**src/rtl/clock_set_ctrl.sv**
```systemverilog
// Time-setting controller: button conditioning, RUN/SET mode FSM,
// edit strobes with auto-repeat, 1 Hz gating and field blinking.
module clock_set_debounce #(
  parameter int DEBOUNCE_CYC = 4,
  parameter int CNT_W        = 16
) (
  input  logic clk,
  input  logic reset,
  input  logic raw,
  output logic level
);

  localparam logic [CNT_W-1:0] DEB_M1 = CNT_W'(DEBOUNCE_CYC - 1);

  logic             s1;
  logic             s2;
  logic [CNT_W-1:0] cnt;

  always_ff @(posedge clk) begin
    if (reset) begin
      s1    <= 1'b1;
      s2    <= 1'b1;
      level <= 1'b1;
      cnt   <= '0;
    end else begin
      s1 <= raw;
      s2 <= s1;
      if (s2 != level) begin
        if (cnt == DEB_M1) begin
          level <= s2;
          cnt   <= '0;
        end else begin
          cnt <= cnt + 1'b1;
        end
      end else begin
        cnt <= '0;
      end
    end
  end

endmodule

module clock_set_ctrl #(
  parameter int DEBOUNCE_CYC = 4,
  parameter int REPEAT_DELAY = 20,
  parameter int REPEAT_RATE  = 8,
  parameter int BLINK_HALF   = 10,
  parameter int CNT_W        = 16
) (
  input  logic       clk,
  input  logic       reset,
  input  logic       modify_n,
  input  logic       plus_n,
  input  logic       sec_tick,
  output logic [1:0] mode,
  output logic       run_en,
  output logic       sec_adv,
  output logic       inc_hr,
  output logic       inc_min,
  output logic       clr_sec,
  output logic       blank
);

  typedef enum logic [1:0] {
    RUN     = 2'd0,
    SET_HR  = 2'd1,
    SET_MIN = 2'd2,
    SET_SEC = 2'd3
  } mode_t;

  localparam logic [CNT_W-1:0] DLY_M1 = CNT_W'(REPEAT_DELAY - 1);
  localparam logic [CNT_W-1:0] RATE_M1 = CNT_W'(REPEAT_RATE - 1);
  localparam logic [CNT_W-1:0] BLK_M1 = CNT_W'(BLINK_HALF - 1);

  mode_t            mode_q;
  mode_t            mode_d;
  logic             mod_lvl;
  logic             plus_lvl;
  logic             mod_prev;
  logic             plus_prev;
  logic             mod_press;
  logic             plus_press;
  logic             rpt_act;
  logic             rpt_act_d;
  logic             rpt_first;
  logic             rpt_first_d;
  logic [CNT_W-1:0] rpt_cnt;
  logic [CNT_W-1:0] rpt_cnt_d;
  logic [CNT_W-1:0] blk_cnt;
  logic [CNT_W-1:0] blk_cnt_d;
  logic             blank_d;
  logic             inc_hr_d;
  logic             inc_min_d;
  logic             clr_sec_d;
  logic             edit;
  logic             fire;

  clock_set_debounce #(
    .DEBOUNCE_CYC(DEBOUNCE_CYC),
    .CNT_W       (CNT_W)
  ) u_deb_mod (
    .clk  (clk),
    .reset(reset),
    .raw  (modify_n),
    .level(mod_lvl)
  );

  clock_set_debounce #(
    .DEBOUNCE_CYC(DEBOUNCE_CYC),
    .CNT_W       (CNT_W)
  ) u_deb_plus (
    .clk  (clk),
    .reset(reset),
    .raw  (plus_n),
    .level(plus_lvl)
  );

  assign mod_press  = mod_prev & ~mod_lvl;
  assign plus_press = plus_prev & ~plus_lvl;
  assign fire = (rpt_cnt == (rpt_first ? DLY_M1 : RATE_M1));

  always_ff @(posedge clk) begin
    if (reset) begin
      mode_q    <= RUN;
      run_en    <= 1'b1;
      sec_adv   <= 1'b0;
      inc_hr    <= 1'b0;
      inc_min   <= 1'b0;
      clr_sec   <= 1'b0;
      blank     <= 1'b0;
      mod_prev  <= 1'b1;
      plus_prev <= 1'b1;
      rpt_act   <= 1'b0;
      rpt_first <= 1'b0;
      rpt_cnt   <= '0;
      blk_cnt   <= '0;
    end else begin
      mode_q    <= mode_d;
      run_en    <= (mode_d == RUN);
      sec_adv   <= sec_tick & run_en;
      inc_hr    <= inc_hr_d;
      inc_min   <= inc_min_d;
      clr_sec   <= clr_sec_d;
      blank     <= blank_d;
      mod_prev  <= mod_lvl;
      plus_prev <= plus_lvl;
      rpt_act   <= rpt_act_d;
      rpt_first <= rpt_first_d;
      rpt_cnt   <= rpt_cnt_d;
      blk_cnt   <= blk_cnt_d;
    end
  end

  // Modify has priority; a plus event in the same cycle is dropped.
  always_comb begin
    mode_d      = mode_q;
    inc_hr_d    = 1'b0;
    inc_min_d   = 1'b0;
    clr_sec_d   = 1'b0;
    rpt_act_d   = rpt_act;
    rpt_first_d = rpt_first;
    rpt_cnt_d   = rpt_cnt;
    if (mod_press) begin
      mode_d    = mode_t'(mode_q + 2'd1);
      rpt_act_d = 1'b0;
    end else if (plus_press) begin
      unique case (mode_q)
        SET_HR: begin
          inc_hr_d    = 1'b1;
          rpt_act_d   = 1'b1;
          rpt_first_d = 1'b1;
          rpt_cnt_d   = '0;
        end
        SET_MIN: begin
          inc_min_d   = 1'b1;
          rpt_act_d   = 1'b1;
          rpt_first_d = 1'b1;
          rpt_cnt_d   = '0;
        end
        SET_SEC: clr_sec_d = 1'b1;
        RUN:     rpt_act_d = 1'b0;
      endcase
    end else if (rpt_act) begin
      if (plus_lvl) begin
        rpt_act_d = 1'b0;
      end else if (fire) begin
        inc_hr_d    = (mode_q == SET_HR);
        inc_min_d   = (mode_q == SET_MIN);
        rpt_first_d = 1'b0;
        rpt_cnt_d   = '0;
      end else begin
        rpt_cnt_d = rpt_cnt + 1'b1;
      end
    end
  end

  assign edit = inc_hr_d | inc_min_d | clr_sec_d;

  // Restarting the blink phase keeps a freshly edited value visible.
  always_comb begin
    blank_d   = blank;
    blk_cnt_d = blk_cnt;
    if (mode_d == RUN || mode_d != mode_q || edit) begin
      blank_d   = 1'b0;
      blk_cnt_d = '0;
    end else if (blk_cnt == BLK_M1) begin
      blank_d   = ~blank;
      blk_cnt_d = '0;
    end else begin
      blk_cnt_d = blk_cnt + 1'b1;
    end
  end

  assign mode = mode_q;

endmodule

```
**config.mk**
```make
export PLATFORM = sky130hd
export DESIGN_NAME = clock_set_ctrl
export DESIGN_NICKNAME = d
export VERILOG_FILES = /design/src/rtl/clock_set_ctrl.sv
export SDC_FILE = /design/constraint.sdc
export NUM_CORES = 1
export LEC_CHECK = 0
export ABC_AREA = 1
export BUFFER_PORTS_ARGS = -buffer_cell sky130_fd_sc_hd__buf_2
export CORE_MARGIN = 3
export CORE_UTILIZATION = 55
export DETAILED_ROUTE_END_ITERATION = 10
export PLACE_DENSITY = 0.72
export SYNTH_ARGS = -nofsm -noshare
export SYNTH_HDL_FRONTEND = slang
export SYNTH_HIERARCHICAL = 1
export SYNTH_SLANG_ARGS = --single-unit
```
**constraint.sdc**
```tcl
create_clock -name clk -period 1.75 [get_ports clk]
set_input_delay 0.2625 -clock clk [delete_from_list [all_inputs] [get_ports clk]]
set_output_delay 0.2625 -clock clk [all_outputs]
set_load 0.01 [all_outputs]
```
# Yosys cells after proc, flatten, opt, wreduce, memory -nomap -nowiden
# Index checks and enable logic that the tools add are counted.
# word_totals
ff_bits,82
# classes
eq_ne,13
reduce_logical,16
addsub,5
muxes,31
bitwise_logic,11
# ops
op,n
two-way mux 16 bit,5
"adder 16 x 1 -> 16 bit, second input constant",4
"== test 16 x 2 -> 1 bit, second input constant",2
two-way mux 1 bit,23
"== test 16 x 4 -> 1 bit, second input constant",1
== test 16 x 5 -> 1 bit,1
OR reduction 3 bit,3
NOT 1 bit,6
OR reduction 2 bit,3
two-way mux 5 bit,1
AND reduction 5 bit,1
"== test 2 bit, second input constant",2
zero test 2 bit,2
"!= test 2 bit, second input constant",2
AND reduction 2 bit,2
AND reduction 4 bit,1
nonzero test 2 bit,2
bitwise AND 1 bit,3
"!= test 3 x 2 -> 1 bit, second input constant",1
"adder 2 x 1 -> 2 bit, second input constant",1
"== test 2 x 1 -> 1 bit, second input constant",1
logical OR 1 bit,2
two-way mux 2 bit,1
!= test 1 bit,2
3 further kinds,4

# Longest topological paths before layout
# Gate-level depths: netlist of the first run.
# depth
ltp_word,11
depth_mapped,10
depth_no_buf,10

# Modules after synthesis
# The synthesis of the first run kept the hierarchy.
# modules_own_cells
module,n_inst,cells_each,area_per_inst_um2
clock_set_ctrl,1,302,2209.6
clock_set_debounce (u_deb_plus),1,147,998.5
clock_set_debounce (u_deb_mod),1,136,955.9

# Worst setup path before layout of the first run
# Ideal clock, no wire load.
# synth_timing
path_type,reg2reg
start,"register mode_q[0], in the netlist mode[0]"
end,register rpt_cnt[14]
setup_time_ns,0.117
synth_period_minus_slack_ns,1.682
stages_incl_launch_ff,11
t_arrival_ns,1.564
slack_ns,0.068
required_time_ns,1.633
path_cell_list,dfxtp_1 inv_1 ha_1 inv_1 nand2_1 nand2_1 nor2_2 buf_4 nand3_1 xor2_1 nor2_1
# synth_between
elab_chain_len,4
word_cells_on_any_way,5
classes_between,eq/ne: 3; reduce/logical: 2
# synth_lines
item,line,rtl
start: declaration,75,mode_t mode_q;
start signal: assignment,138,mode_q <= mode_d;
== test 2 x 1 -> 1 bit or == test 2 bit (tied branches),167,unique case (mode_q)
OR reduction 2 bit (no line) (*),n/a,
!= test 2 bit (no line) (*),n/a,
AND reduction 4 bit (no line) (*),n/a,
end signal: assignment,149,rpt_cnt <= rpt_cnt_d;
end: declaration,87,logic [CNT_W-1:0] rpt_cnt;
# Mark *: on every way between the ends. The rest lies on a longest branch, timed or not.
# A chain may end at the register's enable or synchronous reset.

# Worst setup path after layout of the first run
# layout_timing
start,"register mode_q[1], in the netlist mode[1]"
end,register rpt_cnt[1]
# The elaborated chain is that of the path after synthesis.

==> results.toml, run 1 <==
[synth]
ys_types = 36
main_combinational_cell_family_by_area_after_synthesis = "simple AND/OR/NAND/NOR gates"
syn-mean-instance-area_um2 = 7.12
sequential_fraction_of_the_synthesis_area = 0.394
syn-cell-area_um2 = 4160
synth.mux.area_fraction = 0
ys.flop_type = "sky130_fd_sc_hd__dfxtp_1"
synth_top_area_frac = 0.394
syn_inst = 585
synth_enable_flop_cells = 0
mappedNetlistNets = 600
post_synth_fa_ha_maj_area_fraction = 0.0300
ys.warnings.count = 6
compound_cell_area_share_of_the_yosys_netlist = 0.0622
asyncSetResetFlopFracSynth = 0
synth-xor-area-share = 0.0631
cell_type_with_the_largest_total_area_after_synthesis = "sky130_fd_sc_hd__dfxtp_1"
synthSimpleGateAreaFrac = 0.361
synth.ff_latch_count = 82
synthTopCellsByArea = "sky130_fd_sc_hd__dfxtp_1 39%, sky130_fd_sc_hd__nand2_1 9.6%, sky130_fd_sc_hd__nor2_1 9.1%"

[finish]
utilization = 0.640
fillCellCount = 681
net_total_in_the_final_layout = 628
finalInstanceArea_um2 = 4670
layout_cell_share_with_drive_strength_beyond_1 = 0.150
area_growth_pct = 12.1
layout_common_cells = "104 x sky130_fd_sc_hd__nand2_1, 99 x sky130_fd_sc_hd__nor2_1, 80 x sky130_fd_sc_hd__dfxtp_1"
sequential_cell_area_um2 = 1640
final_cell_count_no_fill = 717
multi_input_area_um2 = 2180
antenna_cells = 0
layout_commonest_cell = "sky130_fd_sc_hd__nand2_1"

[clock_network]
tritoncts.num_buffers = 9
cts.sink_count = 82
h_tree_lvl_count = 3
clk_root_buffer_cell = "sky130_fd_sc_hd__clkbuf_8"
cts-root-to-sink-buffers = 2
clk_transition_reported_paths_ns = 0.08
clk_latency_ns = 0.34
tritoncts = "done"

[routing]
first_pass_iters = 5
wl_per_cell_um = 10.9
vias_per_cell = 5.03
initialDrtViolationCount = 115
post-route-drc-count = 0
wirelength_um = 7810
drt.antenna.violating_nets = 0
vias = 3604

[timing]
post-route-worst-setup-slack_ns = 0.0836
drv_slew = 0
final.min_clock_period_ns = 1.67
setup_total_negative_slack_ns = 0
setup-violations-final = 0
skew_ns = 0.0109
timing.slew.headroom = 0.748
final_worst_path_period_share = 0.952
whs_ns = 0.0953
hold_violations = 0
max_freq_mhz = 600
worst-slew-pin-transition_ns = 0.369
unrepaired_setup_endpoints_after_global_routing = "true"

[floorplanning]
coreArea_um2 = 7290
die_width_um = 93.0
core.rowCount = 31
die_area_um2 = 8650
die_y_um = 93.0
initial_utilization = 0.571
pin_count = 13

[critical_path]
setup.worst_path.class = "reg2reg"
endpoint_kind = "flop"
critPathArrivalTime_ns = 1.90
crit_path_max_fanout = 5
worstSetupStartpointType = "flop"
number_of_cell_instances_on_the_worst_register_to_register_path = 11
cp.required_ns = 1.99

[grt]
antenna_found_initial = 0
grt_pass1_wl_um = 13500
grt_start_max_net_pins = 17
via_count_of_the_first_global_routing_pass = 3242
overflow = 0
grt_util_all_layers = 0.190

[power]
power_leakage_nw = 1.77
vdd.ir_drop.worst_uv = 560
cellPowerDensity_nw_per_um2 = 731
power.total_mw = 3.41

[worst_hold_path]
min_delay_path_depth = 2
hold_path.class = "in2reg"

[placement]
globalplace.congestion = 0.865
dpl.hpwl_um = 5650
dp_cells = 697
place.port_buffers = 12
placement.cell_area_um2 = 4360
pre_cts_slack_ns = 0.0458

[job]
max-cap-violations = 0

[outcome]
run_status = "finished, final reports clean"
[per-layer routing]
| layer | routed length [µm] | track usage |
|---|---|---|
| met3 | 285 | 0.0467 |
| met5 | 0 | 0 |
| met2 | 3890 | 0.332 |
| met1 | 3570 | 0.232 |
| met4 | 64 | 0.0525 |
[logic make-up after synthesis]
| logic type | Yosys count |
|---|---|
| fa+ha+maj | 10 |
| xor+xnor | 30 |
| simple gates | 327 |
| flops | 82 |
| compound gates | 45 |
| buf+inv | 91 |
[power breakdown]
group,leakage (nW),total [mW],internal [mW],switching [mW]
logic,0.996,0.0467,0.0180,0.0288
clock network,0.109,1.49,0.839,0.654
registers,0.663,1.87,1.87,0.00341
total,1.77,3.41,2.73,0.686
[path summary, 6_finish.rpt]
path / startpoint / endpoint / slack (ns)
worst min-delay path: plus_n / u_deb_plus/s1 / 0.1
worst max register to register: mode[1] / rpt_cnt[1] / 0.08
worst min register to register: u_deb_plus/s1 / u_deb_plus/s2 / 0.42
worst max-delay path: mode[1] / rpt_cnt[1] / 0.08
[Yosys cell counts, types with 3 or more instances]
| cell | instances |
|---|---|
| sky130_fd_sc_hd__a21oi_1 | 25 |
| sky130_fd_sc_hd__xnor2_1 | 5 |
| sky130_fd_sc_hd__a21oi_2 | 4 |
| sky130_fd_sc_hd__nand4_1 | 15 |
| sky130_fd_sc_hd__dfxtp_1 | 82 |
| sky130_fd_sc_hd__inv_2 | 6 |
| sky130_fd_sc_hd__nor2_4 | 3 |
| sky130_fd_sc_hd__o21ai_0 | 7 |
| sky130_fd_sc_hd__ha_1 | 10 |
| sky130_fd_sc_hd__inv_1 | 78 |
| sky130_fd_sc_hd__nor3_2 | 3 |
| sky130_fd_sc_hd__o21bai_1 | 3 |
| sky130_fd_sc_hd__nand2_1 | 107 |
| sky130_fd_sc_hd__xor2_1 | 25 |
| sky130_fd_sc_hd__nor3_1 | 11 |
| sky130_fd_sc_hd__nor2_1 | 101 |
| sky130_fd_sc_hd__or2_2 | 4 |
| sky130_fd_sc_hd__nand3_1 | 53 |
| sky130_fd_sc_hd__nor2_2 | 11 |
| sky130_fd_sc_hd__nand2_2 | 9 |
[area by class of cell]
class,count,area share
Multi-Input combinational cell,412,0.468
Tap cell,99,0.0265
Inverter,85,0.0684
Clock buffer,11,0.0303
Sequential cell,82,0.352
Clock inverter,5,0.0166
Timing Repair Buffer,23,0.0378
[worst max-delay path: stages (launching register included)]
cell and delay, ns:
sky130_fd_sc_hd__dfxtp_2 0.34, sky130_fd_sc_hd__inv_2 0.05, sky130_fd_sc_hd__ha_1 0.29, sky130_fd_sc_hd__inv_1 0.07
sky130_fd_sc_hd__nand2_2 0.08, sky130_fd_sc_hd__nand2_2 0.09, sky130_fd_sc_hd__nor2_4 0.04, sky130_fd_sc_hd__buf_4 0.15
sky130_fd_sc_hd__clkbuf_16 0.14, sky130_fd_sc_hd__buf_4 0.13, sky130_fd_sc_hd__o21bai_1 0.13, sky130_fd_sc_hd__nor2_1 0.05
[repair_timing]
action / in CTS / in global routing
endpoints found under the setup margin: 0 / 16
buffers inserted: 0 / 3
hold buffers: 0 / 0
gates resized for setup: 0 / 14
[flip-flops by register name (all words and copies together), names as in the netlist]
name              count
rpt_cnt              16
inc_min               1
sec_adv               1
blk_cnt              16
u_deb_mod/s1          1
mode                  2
u_deb_mod/cnt        16
run_en                1
blank                 1
u_deb_plus/cnt       16
rpt_first             1
u_deb_mod/level       1
inc_hr                1
u_deb_plus/s2         1
clr_sec               1
plus_prev             1
rpt_act               1
u_deb_plus/s1         1
mod_prev              1
u_deb_mod/s2          1
u_deb_plus/level      1
Note: power is estimated with default switching activity, not from simulation.
==> inputs of run 2 (changes only) <==
--- a/config.mk
+++ b/config.mk
@@ -10,7 +10,7 @@
 export CORE_MARGIN = 3
 export CORE_UTILIZATION = 55
 export DETAILED_ROUTE_END_ITERATION = 10
-export PLACE_DENSITY = 0.72
+export PLACE_DENSITY = 0.84
 export SYNTH_ARGS = -nofsm -noshare
 export SYNTH_HDL_FRONTEND = slang
 export SYNTH_HIERARCHICAL = 1
==> run 2 against run 1 <==
Via count grew 3.5%; flip-flop and latch count is the same; worst setup slack gained 0.016 ns; design area is essentially flat; die area is the same; critical path type unchanged; largest cell class unchanged; largest power group unchanged; highest routed layer unchanged.
==> results.toml, run 2 (synthesized netlist as in run 1, its figures left out) <==
[floorplanning]
pin_count = 13
initial_utilization = 0.571
die_area_um2 = 8650
core.rowCount = 31
coreArea_um2 = 7290
die_y_um = 93.0
die_width_um = 93.0

[timing]
timing.slew.headroom = 0.690
drv_slew = 0
max_freq_mhz = 606
post-route-worst-setup-slack_ns = 0.0992
final.min_clock_period_ns = 1.65
skew_ns = 0.00824
hold_violations = 0
whs_ns = 0.103
setup-violations-final = 0
worst-slew-pin-transition_ns = 0.461
final_worst_path_period_share = 0.943
unrepaired_setup_endpoints_after_global_routing = "true"

[routing]
met2WireLength_um = 4490
vias = 3730
first_pass_iters = 5
post-route-drc-count = 0
initialDrtViolationCount = 180
vias_per_cell = 5.19
wl_per_cell_um = 12.0
wl_met3_um = 299
wirelength_um = 8630
detail_route.wirelength.met1_um = 3700
drt.antenna.violating_nets = 0
dr.max_layer_used = "met4"

[power]
power.total_mw = 3.24
vdd.ir_drop.worst_uv = 404
cellPowerDensity_nw_per_um2 = 694
power_leakage_nw = 1.74

[critical_path]
regToRegStartpoint = "mode[0]"
crit_path_max_fanout = 8
cp.required_ns = 2.03
endpoint_kind = "flop"
setup.worst_path.class = "reg2reg"
critPathArrivalTime_ns = 1.93
number_of_cell_instances_on_the_worst_register_to_register_path = 11
worstReg2RegEnd = "rpt_cnt[11]"
worstSetupStartpointType = "flop"
worst-r2r-setup-slack_ns = 0.1

[finish]
area_growth_pct = 12.0
layout_commonest_cell = "sky130_fd_sc_hd__nand2_1"
layout_common_cells = "104 x sky130_fd_sc_hd__nand2_1, 99 x sky130_fd_sc_hd__nor2_1, 78 x sky130_fd_sc_hd__dfxtp_1"
fillCellCount = 653
sequential_cell_area_um2 = 1650
net_total_in_the_final_layout = 630
antenna_cells = 0
layout_cell_share_with_drive_strength_beyond_1 = 0.161
finalInstanceArea_um2 = 4660
multi_input_area_um2 = 2230

[clock_network]
clk_latency_ns = 0.35
tritoncts = "done"
cts.sink_count = 82
h_tree_lvl_count = 3
tritoncts.num_buffers = 9
clk_transition_reported_paths_ns = 0.08
clk_root_buffer_cell = "sky130_fd_sc_hd__clkbuf_8"
cts-root-to-sink-buffers = 2

[grt]
grt_start_max_net_pins = 17
overflow = 0
grt_util_all_layers = 0.199
via_count_of_the_first_global_routing_pass = 3459
antenna_found_initial = 0
grt_pass1_wl_um = 14100

[worst_hold_path]
min_delay_path_depth = 2
hold_path.class = "in2reg"
hold_end = "u_deb_plus/s1"
worst_hold_startpoint = "plus_n"

[placement]
globalplace.congestion = 0.884
place.port_buffers = 12
pre_cts_slack_ns = -0.0220
dpl.hpwl_um = 6000
placement.cell_area_um2 = 4330

[job]
max-cap-violations = 0

[outcome]
run_status = "finished, final reports clean"
-- run 2: cell count changes in the layout (fill, tap and decap cells not counted), moves of 2 or more --
cell and change:
sky130_fd_sc_hd__buf_4 +3, sky130_fd_sc_hd__dfxtp_1 -2, sky130_fd_sc_hd__dfxtp_2 +2, sky130_fd_sc_hd__ha_1 -2
sky130_fd_sc_hd__ha_4 +2, sky130_fd_sc_hd__inv_1 -2, sky130_fd_sc_hd__inv_2 +2
-- run 2: layer usage --
layer	GRT usage	up-vias
met3	0.0467	17
met1	0.230	1741
li1	-	1901
met2	0.359	71
met4	0.0672	0
met5	0	-
-- run 2: repair_timing --
action / in CTS / in global routing
pin swaps: 2 / 12
setup endpoints to repair: 3 / 29
hold buffers: 0 / 0
buffers inserted: 4 / 3
resized for setup: 3 / 20
gates cloned: 0 / 1
-- run 2: worst max path at each step --
| stage | cells after the start | slack [ns] | startpoint | to |
|---|---|---|---|---|
| floorplan | 10 | 0.07 | mode[0] | rpt_cnt[14] |
| CTS | 11 | 0.01 | mode[1] | rpt_cnt[11] |
| finish | 11 | 0.1 | mode[0] | rpt_cnt[11] |
| detailed placement | 11 | -0.02 | mode[0] | rpt_cnt[11] |
| global placement | 11 | 0.08 | mode[1] | rpt_cnt[5] |
| global route | 11 | -0.05 | mode[0] | rpt_cnt[11] |
-- run 2: cell type report --
cell class | count | share of cell area
inverter | 85 | 0.0684
sequential | 82 | 0.353
clock buffer | 11 | 0.0282
timing repair buffer | 24 | 0.0330
multi-input combinational | 413 | 0.479
clock inverter | 5 | 0.0118
tap | 99 | 0.0266
-- run 2: power breakdown --
group          total [mW]  switching, mW  internal, mW
Sequential           1.87        0.00344          1.87
Clock                1.32          0.665         0.656
Combinational      0.0440         0.0296        0.0144
Total                3.24          0.698          2.54
-- run 2: critical path: stages (launching register included) --
cell	delay [ns]
sky130_fd_sc_hd__dfxtp_2	0.34
sky130_fd_sc_hd__inv_2	0.05
sky130_fd_sc_hd__ha_4	0.26
sky130_fd_sc_hd__inv_2	0.03
sky130_fd_sc_hd__nand2_2	0.10
sky130_fd_sc_hd__nand2_2	0.08
sky130_fd_sc_hd__nor2_4	0.10
sky130_fd_sc_hd__buf_6	0.14
sky130_fd_sc_hd__nand4_1	0.12
sky130_fd_sc_hd__nor2_1	0.14
sky130_fd_sc_hd__nand2_1	0.09
sky130_fd_sc_hd__a21oi_2	0.12
-- run 2: stage by stage --
step                setup TNS (ns)   util  instances
CTS                              0  0.625        715
detailed placement         -0.0225  0.594        695
global route               -0.0492  0.639        719
finish                           0  0.639        719
global placement                 0  0.594        695
floorplan                        0      -        585
==> inputs of run 3 (changes only) <==
--- a/config.mk
+++ b/config.mk
@@ -6,11 +6,13 @@
 export NUM_CORES = 1
 export LEC_CHECK = 0
 export ABC_AREA = 1
-export BUFFER_PORTS_ARGS = -buffer_cell sky130_fd_sc_hd__buf_2
+export CELL_PAD_IN_SITES_DETAIL_PLACEMENT = 0
+export CELL_PAD_IN_SITES_GLOBAL_PLACEMENT = 1
 export CORE_MARGIN = 3
-export CORE_UTILIZATION = 55
+export CORE_UTILIZATION = 46
 export DETAILED_ROUTE_END_ITERATION = 10
-export PLACE_DENSITY = 0.84
+export DONT_BUFFER_PORTS = 1
+export PLACE_DENSITY = 0.9
 export SYNTH_ARGS = -nofsm -noshare
 export SYNTH_HDL_FRONTEND = slang
 export SYNTH_HIERARCHICAL = 1
==> run 3 against run 2 <==
Total power down 0.94%; cell count fell by 0.56%; worst setup slack improved by 0.023 ns; sequential share of layout area rose by 0.60 points; register-to-register slack better by 0.02 ns; count of clock-buffer cells in the layout down 1; core utilization down 12 points; design area down 1.8%; non-clock buffer count is 12 lower; combinational power shrank 6.6%; largest power group unchanged; highest routed layer unchanged.
==> results.toml, run 3 (synthesized netlist as in run 1, its figures left out) <==
[floorplanning]
initial_utilization = 0.475
coreArea_um2 = 8760
pin_count = 13
die_y_um = 101
die_area_um2 = 10200
core.rowCount = 34
die_width_um = 101

[grt]
grt_util_all_layers = 0.166
via_count_of_the_first_global_routing_pass = 3253
overflow = 0
grt_pass1_wl_um = 14000
grt_start_max_net_pins = 17
antenna_found_initial = 0

[routing]
vias_per_cell = 5.01
drt.antenna.violating_nets = 0
post-route-drc-count = 0
wirelength_um = 8090
vias = 3580
initialDrtViolationCount = 123
first_pass_iters = 5
wl_per_cell_um = 11.3

[timing]
worst-slew-pin-transition_ns = 0.433
skew_ns = 0.0128
timing.slew.headroom = 0.710
final.min_clock_period_ns = 1.63
final_worst_path_period_share = 0.930
max_freq_mhz = 614
drv_slew = 0
hold_violations = 0
setup-violations-final = 0

[clock_network]
clk_latency_ns = 0.34
tritoncts = "done"
cts.sink_count = 82
cts-root-to-sink-buffers = 2
tritoncts.num_buffers = 9
clk_transition_reported_paths_ns = 0.09
h_tree_lvl_count = 3
clk_root_buffer_cell = "sky130_fd_sc_hd__clkbuf_8"

[finish]
layout_cell_share_with_drive_strength_beyond_1 = 0.135
sequential_cell_area_um2 = 1640
fillCellCount = 842
area_growth_pct = 9.95
antenna_cells = 0
layout_commonest_cell = "sky130_fd_sc_hd__nand2_1"
layout_common_cells = "104 x sky130_fd_sc_hd__nand2_1, 99 x sky130_fd_sc_hd__nor2_1, 80 x sky130_fd_sc_hd__dfxtp_1"
net_total_in_the_final_layout = 617
final_cell_count_no_fill = 715
finalInstanceArea_um2 = 4580
multi_input_area_um2 = 2190

[placement]
placement.cell_area_um2 = 4300
dp_cells = 694
dpl.hpwl_um = 5870
place.port_buffers = 0
globalplace.congestion = 0.812

[power]
power.switching_fraction = 0.234
power.switching_mw = 0.749
clock_power_frac = 0.403
cell_internal_pwr_mw = 2.46
combPwrFrac = 0.013
vdd.ir_drop.worst_uv = 412
p_seq_frac = 0.585
power_leakage_nw = 1.68
cellPowerDensity_nw_per_um2 = 701

[critical_path]
timing.critical_path.mode_cell = "sky130_fd_sc_hd__nand2_2"
worstSetupStartpointType = "flop"
worst-path-buf-inv = 3
setup.worst_path.start = "mode[1]"
endpoint_kind = "flop"
crit_path_max_fanout = 11
critical_path_depth = 10
cp_slowest_stage_delay_ns = 0.36
number_of_cell_instances_on_the_worst_register_to_register_path = 10
worst-r2r-setup-slack_ns = 0.12
worstReg2RegEnd = "rpt_cnt[6]"
path_delay_family = "simple AND/OR/NAND/NOR gates"
cp-endpoint = "rpt_cnt[6]"
setup.worst_path.class = "reg2reg"
cp.required_ns = 1.98
regToRegStartpoint = "mode[1]"
critPathArrivalTime_ns = 1.86
critical_path.slowest_cell = "sky130_fd_sc_hd__dfxtp_2"
worstPathCellList = "inv_4 > ha_4 > inv_2 > nand2_2 > nand2_2 > nor2_4 > nand2_2 > nand2_1 > buf_6 > nor3_1"

[outcome]
run_status = "finished, final reports clean"

[worst_hold_path]
hold_path.class = "in2reg"

[job]
max-cap-violations = 0
## run 3: power groups by stage
stage          logic [mW]  clock network [mW]  registers, mW
2_1_floorplan      0.0295                   0           1.92
3_3_place_gp       0.0306                   0           1.92
3_5_place_dp       0.0311                   0           1.92
4_1_cts            0.0400                1.35           1.88
5_1_grt            0.0469                1.41           1.88
6_report           0.0411                1.29           1.88
## run 3: metal layers
metal / share of wire / wire, µm / GRT usage
met4: 0.0069 / 56 / 0.0429
met2: 0.48 / 3910 / 0.273
met5: 0 / 0 / 0
met1: 0.48 / 3850 / 0.216
met3: 0.034 / 272 / 0.0448
## run 3: worst min path at each step
| stage | start | endpoint | cells after the start |
|---|---|---|---|
| CTS | reset | u_deb_plus/level | 2 |
| detailed placement | reset | rpt_cnt[15] | 1 |
| finish | reset | u_deb_plus/level | 2 |
| floorplan | reset | u_deb_plus/level | 2 |
| global placement | reset | rpt_cnt[12] | 1 |
| global route | reset | u_deb_mod/s2 | 1 |
## run 3: layout make-up
| cell class | instances | area share |
|---|---|---|
| timing repair buffer | 12 | 0.0221 |
| inverter | 85 | 0.0702 |
| multi-input combinational | 412 | 0.478 |
| clock inverter | 6 | 0.0109 |
| sequential | 82 | 0.359 |
| tap | 108 | 0.0295 |
| clock buffer | 10 | 0.0301 |
## run 3: what timing repair did
item | 4_1_cts | 5_1_grt
resized for setup | 2 | 15
endpoints found under the hold margin | 10 | 0
setup buffers | 0 | 2
setup endpoints to repair | 4 | 14
pin swaps | 0 | 5
hold buffers | 3 | 0
## run 3: per-stage QoR
stage / utilization / hold WS (ns) / setup WS [ns] / setup TNS [ns] / power [mW]
after floorplan: - / 0.366 / 0.0684 / 0 / 1.95
after global placement: 0.490 / 0.336 / 0.0360 / 0 / 1.95
after detailed placement: 0.490 / 0.338 / -0.00206 / -0.00206 / 1.95
after CTS: 0.516 / 0.0104 / 0.0136 / 0 / 3.26
after global routing: 0.522 / 0.00691 / -0.0141 / -0.0483 / 3.34
final: 0.522 / 0.0304 / 0.122 / 0 / 3.21
